$ cat config.mk
export PLATFORM = sky130hd
export DESIGN_NAME = boot_loader_ctrl_flat
export DESIGN_NICKNAME = d
export VERILOG_FILES = /design/src/rtl/boot_loader_ctrl_if.sv /design/src/rtl/boot_loader_ctrl.sv /design/src/flat_wrapper.sv
export SDC_FILE = /design/constraint.sdc
export NUM_CORES = 1
export LEC_CHECK = 0
export CAP_MARGIN = 40
export CORE_MARGIN = 3
export CORE_UTILIZATION = 57
export CTS_CLUSTER_SIZE = 20
export DETAILED_ROUTE_END_ITERATION = 7
export PLACE_DENSITY = 0.88
export SYNTH_ARGS = -nofsm -noshare
export SYNTH_HDL_FRONTEND = slang
export SYNTH_SLANG_ARGS = --single-unit
$ cat constraint.sdc
create_clock -name clk -period 5.1 [get_ports clk]
set_input_delay 0.51 -clock clk [delete_from_list [all_inputs] [get_ports clk]]
set_output_delay 0.51 -clock clk [all_outputs]
set_load 0.1 [all_outputs]
$ cat src/rtl/boot_loader_ctrl_if.sv
// Bus bundle for boot_loader_ctrl: UART byte stream and reload request in,
// instruction-memory write port and pipeline status out.
interface boot_loader_ctrl_if #(
    parameter int ADDR_WIDTH = 10
);
    logic                  i_rx_valid;
    logic [7:0]            i_rx_data;
    logic                  i_reload;
    logic                  o_imem_we;
    logic [ADDR_WIDTH-1:0] o_imem_addr;
    logic [31:0]           o_imem_wdata;
    logic                  o_cpu_rst;
    logic                  o_busy;
    logic                  o_done;
    logic                  o_err;

    modport master (
        output i_rx_valid, i_rx_data, i_reload,
        input  o_imem_we, o_imem_addr, o_imem_wdata, o_cpu_rst, o_busy, o_done, o_err
    );

    modport slave (
        input  i_rx_valid, i_rx_data, i_reload,
        output o_imem_we, o_imem_addr, o_imem_wdata, o_cpu_rst, o_busy, o_done, o_err
    );
endinterface

$ cat src/rtl/boot_loader_ctrl.sv
// UART boot controller: receives a framed program image, writes it word by word
// into instruction memory, then releases the pipeline from reset.
module boot_loader_ctrl #(
    parameter int         ADDR_WIDTH     = 10,
    parameter logic [7:0] START_BYTE     = 8'hA5,
    parameter int         TIMEOUT_CYCLES = 1_000_000
) (
    input logic               clk,
    input logic               rst_n,
    boot_loader_ctrl_if.slave bus
);
    localparam int MAX_WORDS = 2 ** ADDR_WIDTH;
    localparam int TW        = $clog2(TIMEOUT_CYCLES + 1);

    typedef enum logic [2:0] {IDLE, LEN0, LEN1, DATA, WRITE, RUN} state_t;

    state_t              r_state;
    state_t              w_nextState;
    logic [7:0]          r_lenLo;
    logic [15:0]         r_len;
    logic [31:0]         r_wdata;
    logic [1:0]          r_byteIdx;
    logic [ADDR_WIDTH:0] r_wordIdx;
    logic [TW-1:0]       r_timeout;
    logic                r_err;

    logic [15:0]         w_lenFull;
    logic [ADDR_WIDTH:0] w_wordNext;
    logic                w_active;
    logic                w_timedOut;
    logic                w_lastWord;
    logic                w_capture;
    logic                w_startData;
    logic                w_setErr;
    logic                w_clrErr;

    assign w_lenFull  = {bus.i_rx_data, r_lenLo};
    assign w_wordNext = r_wordIdx + 1'b1;
    assign w_lastWord = (16'(w_wordNext) == r_len);

    always_ff @(posedge clk or negedge rst_n) begin
        if (!rst_n) begin
            r_state <= IDLE;
        end else begin
            r_state <= w_nextState;
        end
    end

    always_comb begin
        w_nextState = r_state;
        w_capture   = 1'b0;
        w_startData = 1'b0;
        w_setErr    = 1'b0;
        w_clrErr    = 1'b0;
        w_active    = (r_state == LEN0) || (r_state == LEN1) || (r_state == DATA);
        w_timedOut  = w_active && !bus.i_rx_valid && (r_timeout == TW'(TIMEOUT_CYCLES - 1));

        case (r_state)
            IDLE: begin
                if (bus.i_rx_valid && (bus.i_rx_data == START_BYTE)) begin
                    w_nextState = LEN0;
                    w_clrErr    = 1'b1;
                end
            end
            LEN0: begin
                if (bus.i_rx_valid) w_nextState = LEN1;
            end
            LEN1: begin
                if (bus.i_rx_valid) begin
                    if (w_lenFull == 16'd0) begin
                        w_nextState = RUN;
                    end else if (int'(w_lenFull) > MAX_WORDS) begin
                        w_nextState = IDLE;
                        w_setErr    = 1'b1;
                    end else begin
                        w_nextState = DATA;
                        w_startData = 1'b1;
                    end
                end
            end
            DATA: begin
                if (bus.i_rx_valid) begin
                    w_capture = 1'b1;
                    if (r_byteIdx == 2'd3) w_nextState = WRITE;
                end
            end
            // A byte landing during the write cycle already belongs to the next word
            WRITE: begin
                w_nextState = w_lastWord ? RUN : DATA;
                w_capture   = bus.i_rx_valid && !w_lastWord;
            end
            RUN: begin
                if (bus.i_reload) w_nextState = IDLE;
            end
            default: w_nextState = IDLE;
        endcase

        if (w_timedOut) begin
            w_nextState = IDLE;
            w_setErr    = 1'b1;
        end

        bus.o_imem_we    = (r_state == WRITE);
        bus.o_imem_addr  = r_wordIdx[ADDR_WIDTH-1:0];
        bus.o_imem_wdata = r_wdata;
        bus.o_cpu_rst    = (r_state != RUN);
        bus.o_done       = (r_state == RUN);
        bus.o_busy       = w_active || (r_state == WRITE);
        bus.o_err        = r_err;
    end

    always_ff @(posedge clk or negedge rst_n) begin
        if (!rst_n) begin
            r_lenLo   <= '0;
            r_len     <= '0;
            r_wdata   <= '0;
            r_byteIdx <= '0;
            r_wordIdx <= '0;
            r_timeout <= '0;
            r_err     <= 1'b0;
        end else begin
            if (bus.i_rx_valid && (r_state == LEN0)) r_lenLo <= bus.i_rx_data;
            if (bus.i_rx_valid && (r_state == LEN1)) r_len   <= w_lenFull;
            if (w_startData) begin
                r_wordIdx <= '0;
                r_byteIdx <= '0;
            end
            if (w_capture) begin
                r_wdata[8*r_byteIdx +: 8] <= bus.i_rx_data;
                r_byteIdx                 <= r_byteIdx + 1'b1;
            end
            if (r_state == WRITE) r_wordIdx <= w_wordNext;
            if (w_setErr) begin
                r_err <= 1'b1;
            end else if (w_clrErr) begin
                r_err <= 1'b0;
            end
            // Idle time is only measured while a frame is in flight
            if (!w_active || bus.i_rx_valid || w_timedOut) begin
                r_timeout <= '0;
            end else begin
                r_timeout <= r_timeout + 1'b1;
            end
        end
    end
endmodule

$ cat src/flat_wrapper.sv
// flat-port wrapper written by rule: the top's interface ports become plain ports
module boot_loader_ctrl_flat 
#(
    parameter int         ADDR_WIDTH     = 10,
    parameter logic [7:0] START_BYTE     = 8'hA5,
    parameter int         TIMEOUT_CYCLES = 1_000_000
)
  (clk, rst_n, bus_i_rx_valid, bus_i_rx_data, bus_i_reload, bus_o_imem_we, bus_o_imem_addr, bus_o_imem_wdata, bus_o_cpu_rst, bus_o_busy, bus_o_done, bus_o_err);
  boot_loader_ctrl_if #(.ADDR_WIDTH(ADDR_WIDTH)) bus_i ();
  input logic clk;
  input logic rst_n;
  input wire logic [$bits(bus_i.i_rx_valid)-1:0] bus_i_rx_valid;
  input wire logic [$bits(bus_i.i_rx_data)-1:0] bus_i_rx_data;
  input wire logic [$bits(bus_i.i_reload)-1:0] bus_i_reload;
  output wire logic [$bits(bus_i.o_imem_we)-1:0] bus_o_imem_we;
  output wire logic [$bits(bus_i.o_imem_addr)-1:0] bus_o_imem_addr;
  output wire logic [$bits(bus_i.o_imem_wdata)-1:0] bus_o_imem_wdata;
  output wire logic [$bits(bus_i.o_cpu_rst)-1:0] bus_o_cpu_rst;
  output wire logic [$bits(bus_i.o_busy)-1:0] bus_o_busy;
  output wire logic [$bits(bus_i.o_done)-1:0] bus_o_done;
  output wire logic [$bits(bus_i.o_err)-1:0] bus_o_err;
  assign bus_i.i_rx_valid = bus_i_rx_valid;
  assign bus_i.i_rx_data = bus_i_rx_data;
  assign bus_i.i_reload = bus_i_reload;
  assign bus_o_imem_we = bus_i.o_imem_we;
  assign bus_o_imem_addr = bus_i.o_imem_addr;
  assign bus_o_imem_wdata = bus_i.o_imem_wdata;
  assign bus_o_cpu_rst = bus_i.o_cpu_rst;
  assign bus_o_busy = bus_i.o_busy;
  assign bus_o_done = bus_i.o_done;
  assign bus_o_err = bus_i.o_err;
  boot_loader_ctrl #(.ADDR_WIDTH(ADDR_WIDTH), .START_BYTE(START_BYTE), .TIMEOUT_CYCLES(TIMEOUT_CYCLES)) u_core (.clk(clk), .rst_n(rst_n), .bus(bus_i));
endmodule
==> results of run 1 <==
## Yosys cell counts (3+ instances only)
cell | number | area share, %
a21oi_1 | 4 | 0.40
a221o_1 | 8 | 1.6
a22o_1 | 8 | 1.4
and2_1 | 3 | 0.38
and3_1 | 6 | 0.75
buf_1 | 4 | 0.30
buf_12 | 3 | 1.2
buf_2 | 4 | 0.40
buf_4 | 12 | 1.8
clkbuf_1 | 15 | 1.1
dfrtp_1 | 93 | 47
ha_1 | 8 | 2.0
inv_1 | 7 | 0.53
mux2_2 | 25 | 5.7
nand2_1 | 29 | 2.2
nand3_1 | 23 | 2.3
nand4_1 | 29 | 3.6
nor2_1 | 38 | 2.9
nor2b_1 | 4 | 0.50
nor3_1 | 10 | 1.0
nor3b_1 | 5 | 0.75
nor4_1 | 5 | 0.63
o211ai_1 | 3 | 0.45
o211ai_2 | 3 | 0.75
o21ai_0 | 18 | 1.8
o22ai_1 | 3 | 0.38
o2bb2ai_1 | 25 | 4.4
xnor2_1 | 19 | 3.3
xor2_1 | 15 | 2.6
## registers in the layout, summed over array words and instances (netlist names)
signal and count:
u_core.bus.o_err 1, u_core.bus.o_imem_wdata 32, u_core.r_byteIdx 2, u_core.r_len 16, u_core.r_lenLo 8, u_core.r_state 3
u_core.r_timeout 20, u_core.r_wordIdx 11
## cell usage in the layout, fill, tap and decap left out, drive strengths merged, types with 3 or more instances in the layout
cell type	synthesis	final
a21oi	5	5
a221o	8	8
a22o	8	8
and2	3	3
and3	6	6
buf	23	52
clkbuf	16	9
clkdlybuf4s50	0	57
clkinv	1	3
dfrtp	93	93
ha	8	8
inv	7	10
mux2	25	25
nand2	30	30
nand3	25	25
nand4	30	30
nor2	39	39
nor2b	4	4
nor3	10	10
nor3b	5	5
nor4	5	5
o211ai	6	6
o21ai	20	20
o22ai	3	3
o2bb2ai	25	25
xnor2	19	19
xor2	15	15
## cells by family after synthesis
kind of cell             after synthesis
AO/OA/AOI/OAI                         92
XOR/XNOR                              34
adder cells (fa/ha/maj)                8
buffers and inverters                 47
flip-flops                            93
multiplexers                          27
AND/OR/NAND/NOR                      171
## power groups by stage
stage	clock network, W	registers [W]	logic (W)
after global placement	0	0.00119	0.00172
after floorplan	0	0.00148	0.00113
after CTS	0.000536	0.00119	0.00214
after global routing	0.000572	0.00123	0.00224
after detailed placement	0	0.00120	0.00211
final	0.000540	0.00120	0.00215
## per-stage QoR
| step | worst slack, ps | hold slack (ps) |
|---|---|---|
| 5_1_grt | 1720 | 157 |
| 4_1_cts | 1890 | 129 |
| 3_3_place_gp | 1930 | 472 |
| 2_1_floorplan | 2320 | 214 |
| 6_report | 1870 | 110 |
| 3_5_place_dp | 2080 | 473 |
## area by class of cell
cell class	instances	area, um2	share of cell area (%)
clock buffer	9	124	1.93
sequential	93	2330	36.3
inverter	8	30.0	0.468
tap	105	131	2.05
timing repair buffer	109	1320	20.6
clock inverter	7	91.3	1.42
multi-input combinational	332	2390	37.2
## final timing paths
check	start	endpoint	slack (ps)	cells past startpoint
hold / removal	rst_n	u_core.r_wordIdx[10]	110	1
min in group clk	u_core.r_timeout[0]	u_core.r_timeout[0]	500	1
hold reg to reg	u_core.r_timeout[0]	u_core.r_timeout[0]	500	1
max in group asynchronous	rst_n	u_core.r_wordIdx[8]	3960	2
setup reg to reg	u_core.r_wordIdx[0]	u_core.bus.o_imem_wdata[24]	1950	7
setup / recovery	u_core.r_state[0]	bus_o_imem_we	1870	5
## critical path: cells and delay by family, from the launching register on
family | cells | cell delay [ps]
flops | 1 | 520
simple gates | 2 | 770
buf+inv | 3 | 1040
## per-layer routing
metal  GRT usage, %  up-vias  share of wire [%]
met2           46.6      249                 51
li1               -     1891                  -
met1           35.5     2049                 38
met3           4.70       53                7.4
met4           12.4        0                3.6
met5              0        -                  0
==> impl_summary.log, run 1 <==
INFO  metric outcome = finished, final reports clean
INFO  metric finalClockSkew = 8.90 ps
INFO  metric placed_cell_area = 6190 um2
INFO  metric grt_pass1_vias = between 4000 and 5000
INFO  metric synth_mux_area_share = 6.06%
INFO  metric antennaDiodeCount = 0
INFO  metric postRouteWirelength = ~13000 um
INFO  metric synth_seq_cells = between 90 and 100
INFO  metric synth_xor_area_share = 5.99%
INFO  metric clock-sinks = 93
INFO  metric cts_htree_levels = 3
INFO  metric fillers = 493
INFO  metric cellPowerDensity = 607 nW/um2
INFO  metric synthesis.area = between 4000 and 5000 um2
INFO  metric p_total = about 0.0039 W
INFO  metric synth-simple-area-share = a little under a fifth
INFO  metric synth_edf_count = 0
INFO  metric placed_cells_incl_taps = between 600 and 700
INFO  metric core.rowCount = 33
INFO  metric antenna_found_initial = 0
INFO  metric residual_drc_count = 0
INFO  metric power.share.clock = ~14%
INFO  metric power.switching_fraction = ~49%
INFO  metric report.final.setup_viol = 0
INFO  metric maxSlewHeadroom = 35.6%
INFO  metric hold_removal_path_class = input pin to async pin
INFO  metric finalHoldViolations = 0
INFO  metric fin_tns_setup = 0 ps
INFO  metric resized_gates_after_cts = 0
INFO  metric leakage = 2.63 nW
INFO  metric wl_per_cell = roughly 20 um
INFO  metric initial_core_util = 59.6%
INFO  metric cts_tree = yes
INFO  metric hpwl = roughly 9000 um
INFO  metric globalRoute.totalOverflow = 0
INFO  metric cts_inserted_buffers = 9
INFO  metric grt_setup_unrepaired = false
INFO  metric cellInternalPower = between 0.0015 and 0.002 W
INFO  metric post-cts-setup-buffers = 0
INFO  metric power.switching = between 0.0015 and 0.002 W
INFO  metric clk_latency = between 300 and 400 ps
INFO  metric syn-num-nets = roughly 500
INFO  metric period_minus_slack = between 3000 and 4000 ps
INFO  metric instances_no_fill = between 600 and 700
INFO  metric drt.antenna.violating_nets = 0
INFO  metric slew_viol_final = 0
INFO  metric place.gp.congestion = ~0.84
INFO  metric finalCoreUtilization = 76.9%
INFO  metric synthDistinctLibCells = 64
INFO  metric max-vdd-ir-drop = 440 uV
INFO  metric final_nets = about 570
INFO  metric clock-root-buffer = clkbuf_8
INFO  metric synth_warnings = 0
INFO  metric via_per_inst = about 6.4
INFO  metric crit_path_start_kind = flop
INFO  metric path_class = flop to output pin
INFO  metric cts.reportedPaths.clkPinSlew = approximately 100 ps
INFO  metric global_route_wire_length_before_repair = around 22000 um
INFO  metric worst_max_slew_pin_slew = just under 1000 ps
INFO  metric sequentialPowerShare = 30.9%
INFO  metric grt_start_max_net_pins = between 50 and 60
INFO  metric die_h = 99.4 um
INFO  metric track_usage = approximately 28%
INFO  metric synth_compound_gate_area_share = between 10% and 20%
INFO  metric slowest_stage = clkdlybuf4s50_1
INFO  metric largest_family_of_logic_cells_by_synthesized_area = simple AND/OR/NAND/NOR gates
INFO  metric die_width = slightly below 100 um
INFO  metric worst_ep_arrival_time = roughly 2700 ps
INFO  metric post_cts_hold_buffer_count = 0
INFO  metric layout-drive-gt1-share = about a fifth
INFO  metric cpPeakStageDelay = approximately 560 ps
INFO  metric cp_cell_sequence = nor2_1 -> nand2_2 -> clkinv_1 -> clkdlybuf4s50_1 -> buf_8
INFO  metric combinationalPowerShare = 55.3%
INFO  metric async_flop_share = 100%
INFO  metric io-pin-count = between 50 and 60
INFO  metric initialDrtViolationCount = ~350
INFO  metric design.die.area = about 9900 um2
INFO  metric max_clock_freq = about 310 MHz
INFO  metric coreArea = about 8300 um2
INFO  metric postSynthAreaPerCell = around 11 um2
INFO  metric synth_ff_type = dfrtp_1
INFO  metric synth-seq-area-share = between 40% and 50%
INFO  metric syn2layout_area_growth = 28.9%
INFO  metric setup.worst_path.end_class = output pin
INFO  metric port_buffers = just under 60
INFO  metric synthCells = 472
INFO  metric cts_max_path_buffers = 2
INFO  metric max_cap_viol_count = 0
INFO  metric final_min_period_over_clock_period = a little over three fifths
INFO  metric finish.instance_area = around 6400 um2
INFO  metric num_vias = between 4000 and 5000
INFO  metric detailed_router_iteration_count_before_antenna_repair = 6
INFO  metric required = about 4600 ps
INFO  metric synthAdderAreaFrac = roughly 2%
INFO  metric cp_max_fo = 19
No activity file was read; power rests on OpenSTA's default activity.
==> run 2, diff against run 1 <==
Settings changed: CORE_UTILIZATION 57 to 51, PLACE_DENSITY 0.88 to 0.84.
Clock period 5.1 ns to 2.8 ns, I/O delays scaled along.
==> impl_summary.log, run 2 (synthesis results as in run 1) <==
INFO  metric outcome = finished, violations left
INFO  metric violated_checks = hold timing
INFO  metric resized_gates_after_cts = 0
INFO  metric period_minus_slack = about 2500 ps
INFO  metric track_usage = 22.1%
INFO  metric fin_tns_setup = 0 ps
INFO  metric path_class = flop to flop
INFO  metric holdWs = -17.0 ps
INFO  metric antennaDiodeCount = 0
INFO  metric cts.reportedPaths.clkPinSlew = roughly 90 ps
INFO  metric global_route_wire_length_before_repair = roughly 20000 um
INFO  metric grt_setup_unrepaired = false
INFO  metric cp_max_fo = 8
INFO  metric worst_ep_arrival_time = between 2000 and 3000 ps
INFO  metric p_total = approximately 0.0063 W
INFO  metric grt_pass1_vias = around 3900
INFO  metric cellPowerDensity = around 1100 nW/um2
INFO  metric mostFrequentLayoutCell = dfrtp_1
INFO  metric initialDrtViolationCount = slightly above 300
INFO  metric final_min_period_over_clock_period = about nine tenths
INFO  metric met2_usage = between 30% and 40%
INFO  metric die_h = around 100 um
INFO  metric globalRoute.totalOverflow = 0
INFO  metric wl_per_cell = 17.7 um
INFO  metric cts_max_path_buffers = 2
INFO  metric finish.instance_area = 5750 um2
INFO  metric place.gp.congestion = between 0.9 and 1
INFO  metric post-cts-setup-buffers = 0
INFO  metric hpwl = ~8200 um
INFO  metric required = just over 3000 ps
INFO  metric coreArea = between 9000 and 10000 um2
INFO  metric drt.antenna.violating_nets = 0
INFO  metric via_per_inst = approximately 6
INFO  metric clk_latency = 360 ps
INFO  metric leakage = 2.46 nW
INFO  metric number_of_flip_flops_in_the_largest_register = 32
INFO  metric io-pin-count = 59
INFO  metric core.rowCount = 35
INFO  metric initial_core_util = a little over half
INFO  metric num_vias = between 3000 and 4000
INFO  metric grt_start_max_net_pins = just under 60
INFO  metric report.final.setup_viol = 0
INFO  metric cts_tree = yes
INFO  metric worst_max_slew_pin_slew = 747 ps
INFO  metric design.die.area = 11000 um2
INFO  metric clock-sinks = between 90 and 100
INFO  metric postRouteWirelength = about 12000 um
INFO  metric finalHoldViolations = 45
INFO  metric grt-busiest-layer = met2
INFO  metric grtUsageMet3 = 3.77%
INFO  metric residual_drc_count = 0
INFO  metric cts_htree_levels = 3
INFO  metric post_cts_hold_buffer_count = 0
INFO  metric setup.worst_path.end_class = flop
INFO  metric layout-drive-gt1-share = between 20% and 30%
INFO  metric port_buffers = 58
INFO  metric die_width = around 100 um
INFO  metric crit_path_start_kind = flop
INFO  metric placed_cell_area = about 5600 um2
INFO  metric hold_removal_path_class = input pin to async pin
INFO  metric max_clock_freq = between 400 and 500 MHz
INFO  metric max_cap_viol_count = 0
INFO  metric clock-root-buffer = clkbuf_8
INFO  metric slew_viol_final = 0
INFO  metric use_met1 = 31.3%
INFO  metric final_nets = 545
INFO  metric maxSlewHeadroom = 50.2%
INFO  metric max-vdd-ir-drop = around 800 uV
INFO  metric antenna_found_initial = 0
INFO  metric cts_inserted_buffers = 9
INFO  metric detailed_router_iteration_count_before_antenna_repair = 5
INFO  metric syn2layout_area_growth = 15.6%
INFO  metric most-common-layout-cells = 93 x dfrtp_1, 70 x buf_4, 38 x nor2_1
INFO  metric finalClockSkew = 18.8 ps
==> run 2: worst paths after layout <==
check | start | to | slack [ps] | cells after the start
worst min register to register | u_core.r_timeout[0] | u_core.r_timeout[0] | 490 | 1
min in group clk | u_core.r_timeout[0] | u_core.r_timeout[0] | 490 | 1
max in group asynchronous | rst_n | u_core.bus.o_imem_wdata[8] | 2080 | 2
worst min-delay path | rst_n | u_core.r_wordIdx[10] | -20 | 1
worst max register to register | u_core.r_wordIdx[4] | u_core.r_byteIdx[1] | 300 | 5
worst max-delay path | u_core.r_wordIdx[4] | u_core.r_byteIdx[1] | 300 | 5
==> run 2: critical path, stage by stage, from the launching register on <==
cell and delay, ps:
dfrtp_1 550, nand4_2 310, nor4_1 640, o2111ai_4 290, o21ai_2 240, mux2_2 350
==> run 2: layout make-up <==
cell class / count / area (um2)
Clock inverter: 6 / 71.3
Sequential cell: 93 / 2330
Tap cell: 129 / 161
Multi-Input combinational cell: 332 / 2390
Timing Repair Buffer: 81 / 646
Clock buffer: 10 / 128
Inverter: 8 / 30.0
Fill cell: 787 / 3620
==> run 2: routing by layer <==
layer / vias to the layer above / share of wire [%]
met5: - / 0
met4: 0 / 2.4
met3: 25 / 4.9
met2: 140 / 47
met1: 1926 / 46
li1: 1839 / -
==> run 2: where the power goes <==
part | total [W] | switching, W | internal [W] | leakage [nW]
Clock | 0.000930 | 0.000506 | 0.000423 | 0.0988
Combinational | 0.00327 | 0.00228 | 0.000991 | 1.14
Sequential | 0.00214 | 0.000421 | 0.00172 | 1.22
Total | 0.00634 | 0.00321 | 0.00314 | 2.46
==> run 2: through the flow <==
stage	hold slack [ps]	std cells	worst slack, ps	util, %
global placement	390	643	418	59.2
finish	-17.0	659	301	61.3
CTS	11.6	659	321	61.3
global route	35.7	659	117	61.3
detailed placement	404	643	296	59.2
floorplan	-15.6	472	250	-
==> run 3, diff against run 2 <==
Settings changed: CORE_UTILIZATION 51 to 35, PLACE_DENSITY 0.84 to 0.63, SKIP_CTS_REPAIR_TIMING set to 1.
==> impl_summary.log, run 3 (synthesis results as in run 1) <==
INFO  metric grt_setup_unrepaired = false
INFO  metric cts_htree_levels = 3
INFO  metric sequential_cell_area = around 2300 um2
INFO  metric period_minus_slack = approximately 2500 ps
INFO  metric leakage = between 2 and 3 nW
INFO  metric outcome = finished, final reports clean
INFO  metric crit_path_start_kind = flop
INFO  metric max_cap_viol_count = 0
INFO  metric die_width = between 100 and 150 um
INFO  metric max_clock_freq = approximately 400 MHz
INFO  metric finalCoreUtilization = 43.8%
INFO  metric die_h = 125 um
INFO  metric cellPowerDensity = between 1000 and 1500 nW/um2
INFO  metric worst_ep_arrival_time = around 2700 ps
INFO  metric most-common-layout-cells = 93 x dfrtp_1, 72 x buf_4, 38 x nor2_1
INFO  metric cts_max_path_buffers = 2
INFO  metric io-pin-count = 59
INFO  metric grt_start_max_net_pins = 56
INFO  metric design.die.area = 15700 um2
INFO  metric residual_drc_count = 0
INFO  metric antennaDiodeCount = 0
INFO  metric place.gp.congestion = about 0.86
INFO  metric fin_tns_setup = 0 ps
INFO  metric syn2layout_area_growth = 19.4%
INFO  metric clk_latency = 340 ps
INFO  metric via_per_inst = approximately 5.4
INFO  metric final_min_period_over_clock_period = between 80 and 90%
INFO  metric multiInputGateArea = 2390 um2
INFO  metric initial_core_util = 36.7%
INFO  metric globalRoute.totalOverflow = 0
INFO  metric coreArea = ~14000 um2
INFO  metric final_nets = ~550
INFO  metric num_vias = around 3800
INFO  metric cts_inserted_buffers = 9
INFO  metric path_class = flop to flop
INFO  metric postRouteWirelength = roughly 12000 um
INFO  metric hold_removal_path_class = input pin to async pin
INFO  metric cts_tree = yes
INFO  metric layout-drive-gt1-share = about a quarter
INFO  metric maxSlewHeadroom = roughly half
INFO  metric wl_per_cell = roughly 17 um
INFO  metric fillers = between 1000 and 1500
INFO  metric p_total = 0.00662 W
INFO  metric number_of_flip_flops_in_the_largest_register = 32
INFO  metric core.rowCount = 42
INFO  metric worst_max_slew_pin_slew = 756 ps
INFO  metric cts.reportedPaths.clkPinSlew = about 70 ps
INFO  metric cp_max_fo = 5
INFO  metric max-vdd-ir-drop = ~630 uV
INFO  metric global_route_wire_length_before_repair = roughly 20000 um
INFO  metric clock-sinks = 93
INFO  metric port_buffers = 58
INFO  metric finalClockSkew = between 8 and 9 ps
INFO  metric initialDrtViolationCount = about 250
INFO  metric hpwl = 8550 um
INFO  metric clock-root-buffer = clkbuf_16
INFO  metric grt_pass1_vias = 3815
INFO  metric setup.worst_path.end_class = flop
INFO  metric r2r.worst_path.cells = 7
INFO  metric track_usage = between 10% and 20%
INFO  metric report.final.setup_viol = 0
INFO  metric antenna_found_initial = 0
INFO  metric detailed_router_iteration_count_before_antenna_repair = 4
INFO  metric finalHoldViolations = 0
INFO  metric drt.antenna.violating_nets = 0
INFO  metric required = between 3000 and 4000 ps
INFO  metric mostFrequentLayoutCell = dfrtp_1
INFO  metric slew_viol_final = 0
[run 3: worst paths after layout]
check	startpoint	endpoint	slack, ps
worst max-delay path	u_core.r_wordIdx[1]	u_core.r_byteIdx[1]	330
worst min-delay path	rst_n	u_core.r_wordIdx[5]	9
worst max register to register	u_core.r_wordIdx[1]	u_core.r_byteIdx[1]	330
worst min register to register	u_core.r_wordIdx[10]	u_core.r_wordIdx[10]	490
max in group asynchronous	rst_n	u_core.r_state[1]	2110
min in group clk	u_core.r_wordIdx[10]	u_core.r_wordIdx[10]	490
[run 3: routing by layer]
| metal | vias up | track usage [%] | part of all wire, % |
|---|---|---|---|
| li1 | 1836 | - | - |
| met1 | 1902 | 21.5 | 48 |
| met4 | 0 | 5.17 | 1.3 |
| met5 | - | 0 | 0 |
| met3 | 9 | 3.80 | 3.7 |
| met2 | 66 | 25.5 | 47 |
[run 3: critical path: stages, from the launching register on]
cell and delay (ps):
dfrtp_1 410, ha_1 200, nand3_2 90, or3_1 380, a211oi_1 430, nand3_2 250
o21ai_2 230, mux2_2 360
[run 3: stage by stage]
stage,area [um2],hold WS (ps),cells,worst slack [ps]
2_1_floorplan,4970,-15.6,472,250
3_3_place_gp,5640,395,693,415
3_5_place_dp,5640,402,693,363
4_1_cts,5940,27.5,709,326
5_1_grt,5940,62.2,709,166
6_report,5940,9.50,709,331
[run 3: final cells by class]
cell class	instances	share of cell area [%]
Clock buffer	12	4.49
Clock inverter	4	0.505
Inverter	8	0.505
Multi-Input combinational cell	332	40.2
Sequential cell	93	39.2
Tap cell	176	3.71
Timing Repair Buffer	84	11.5
[run 3: power by group]
part / leakage [nW] / total [W] / internal (W) / switching (W)
registers: 1.22 / 0.00211 / 0.00173 / 0.000386
logic: 1.16 / 0.00331 / 0.00102 / 0.00228
clock network: 0.145 / 0.00120 / 0.000678 / 0.000526
total: 2.52 / 0.00662 / 0.00342 / 0.00320
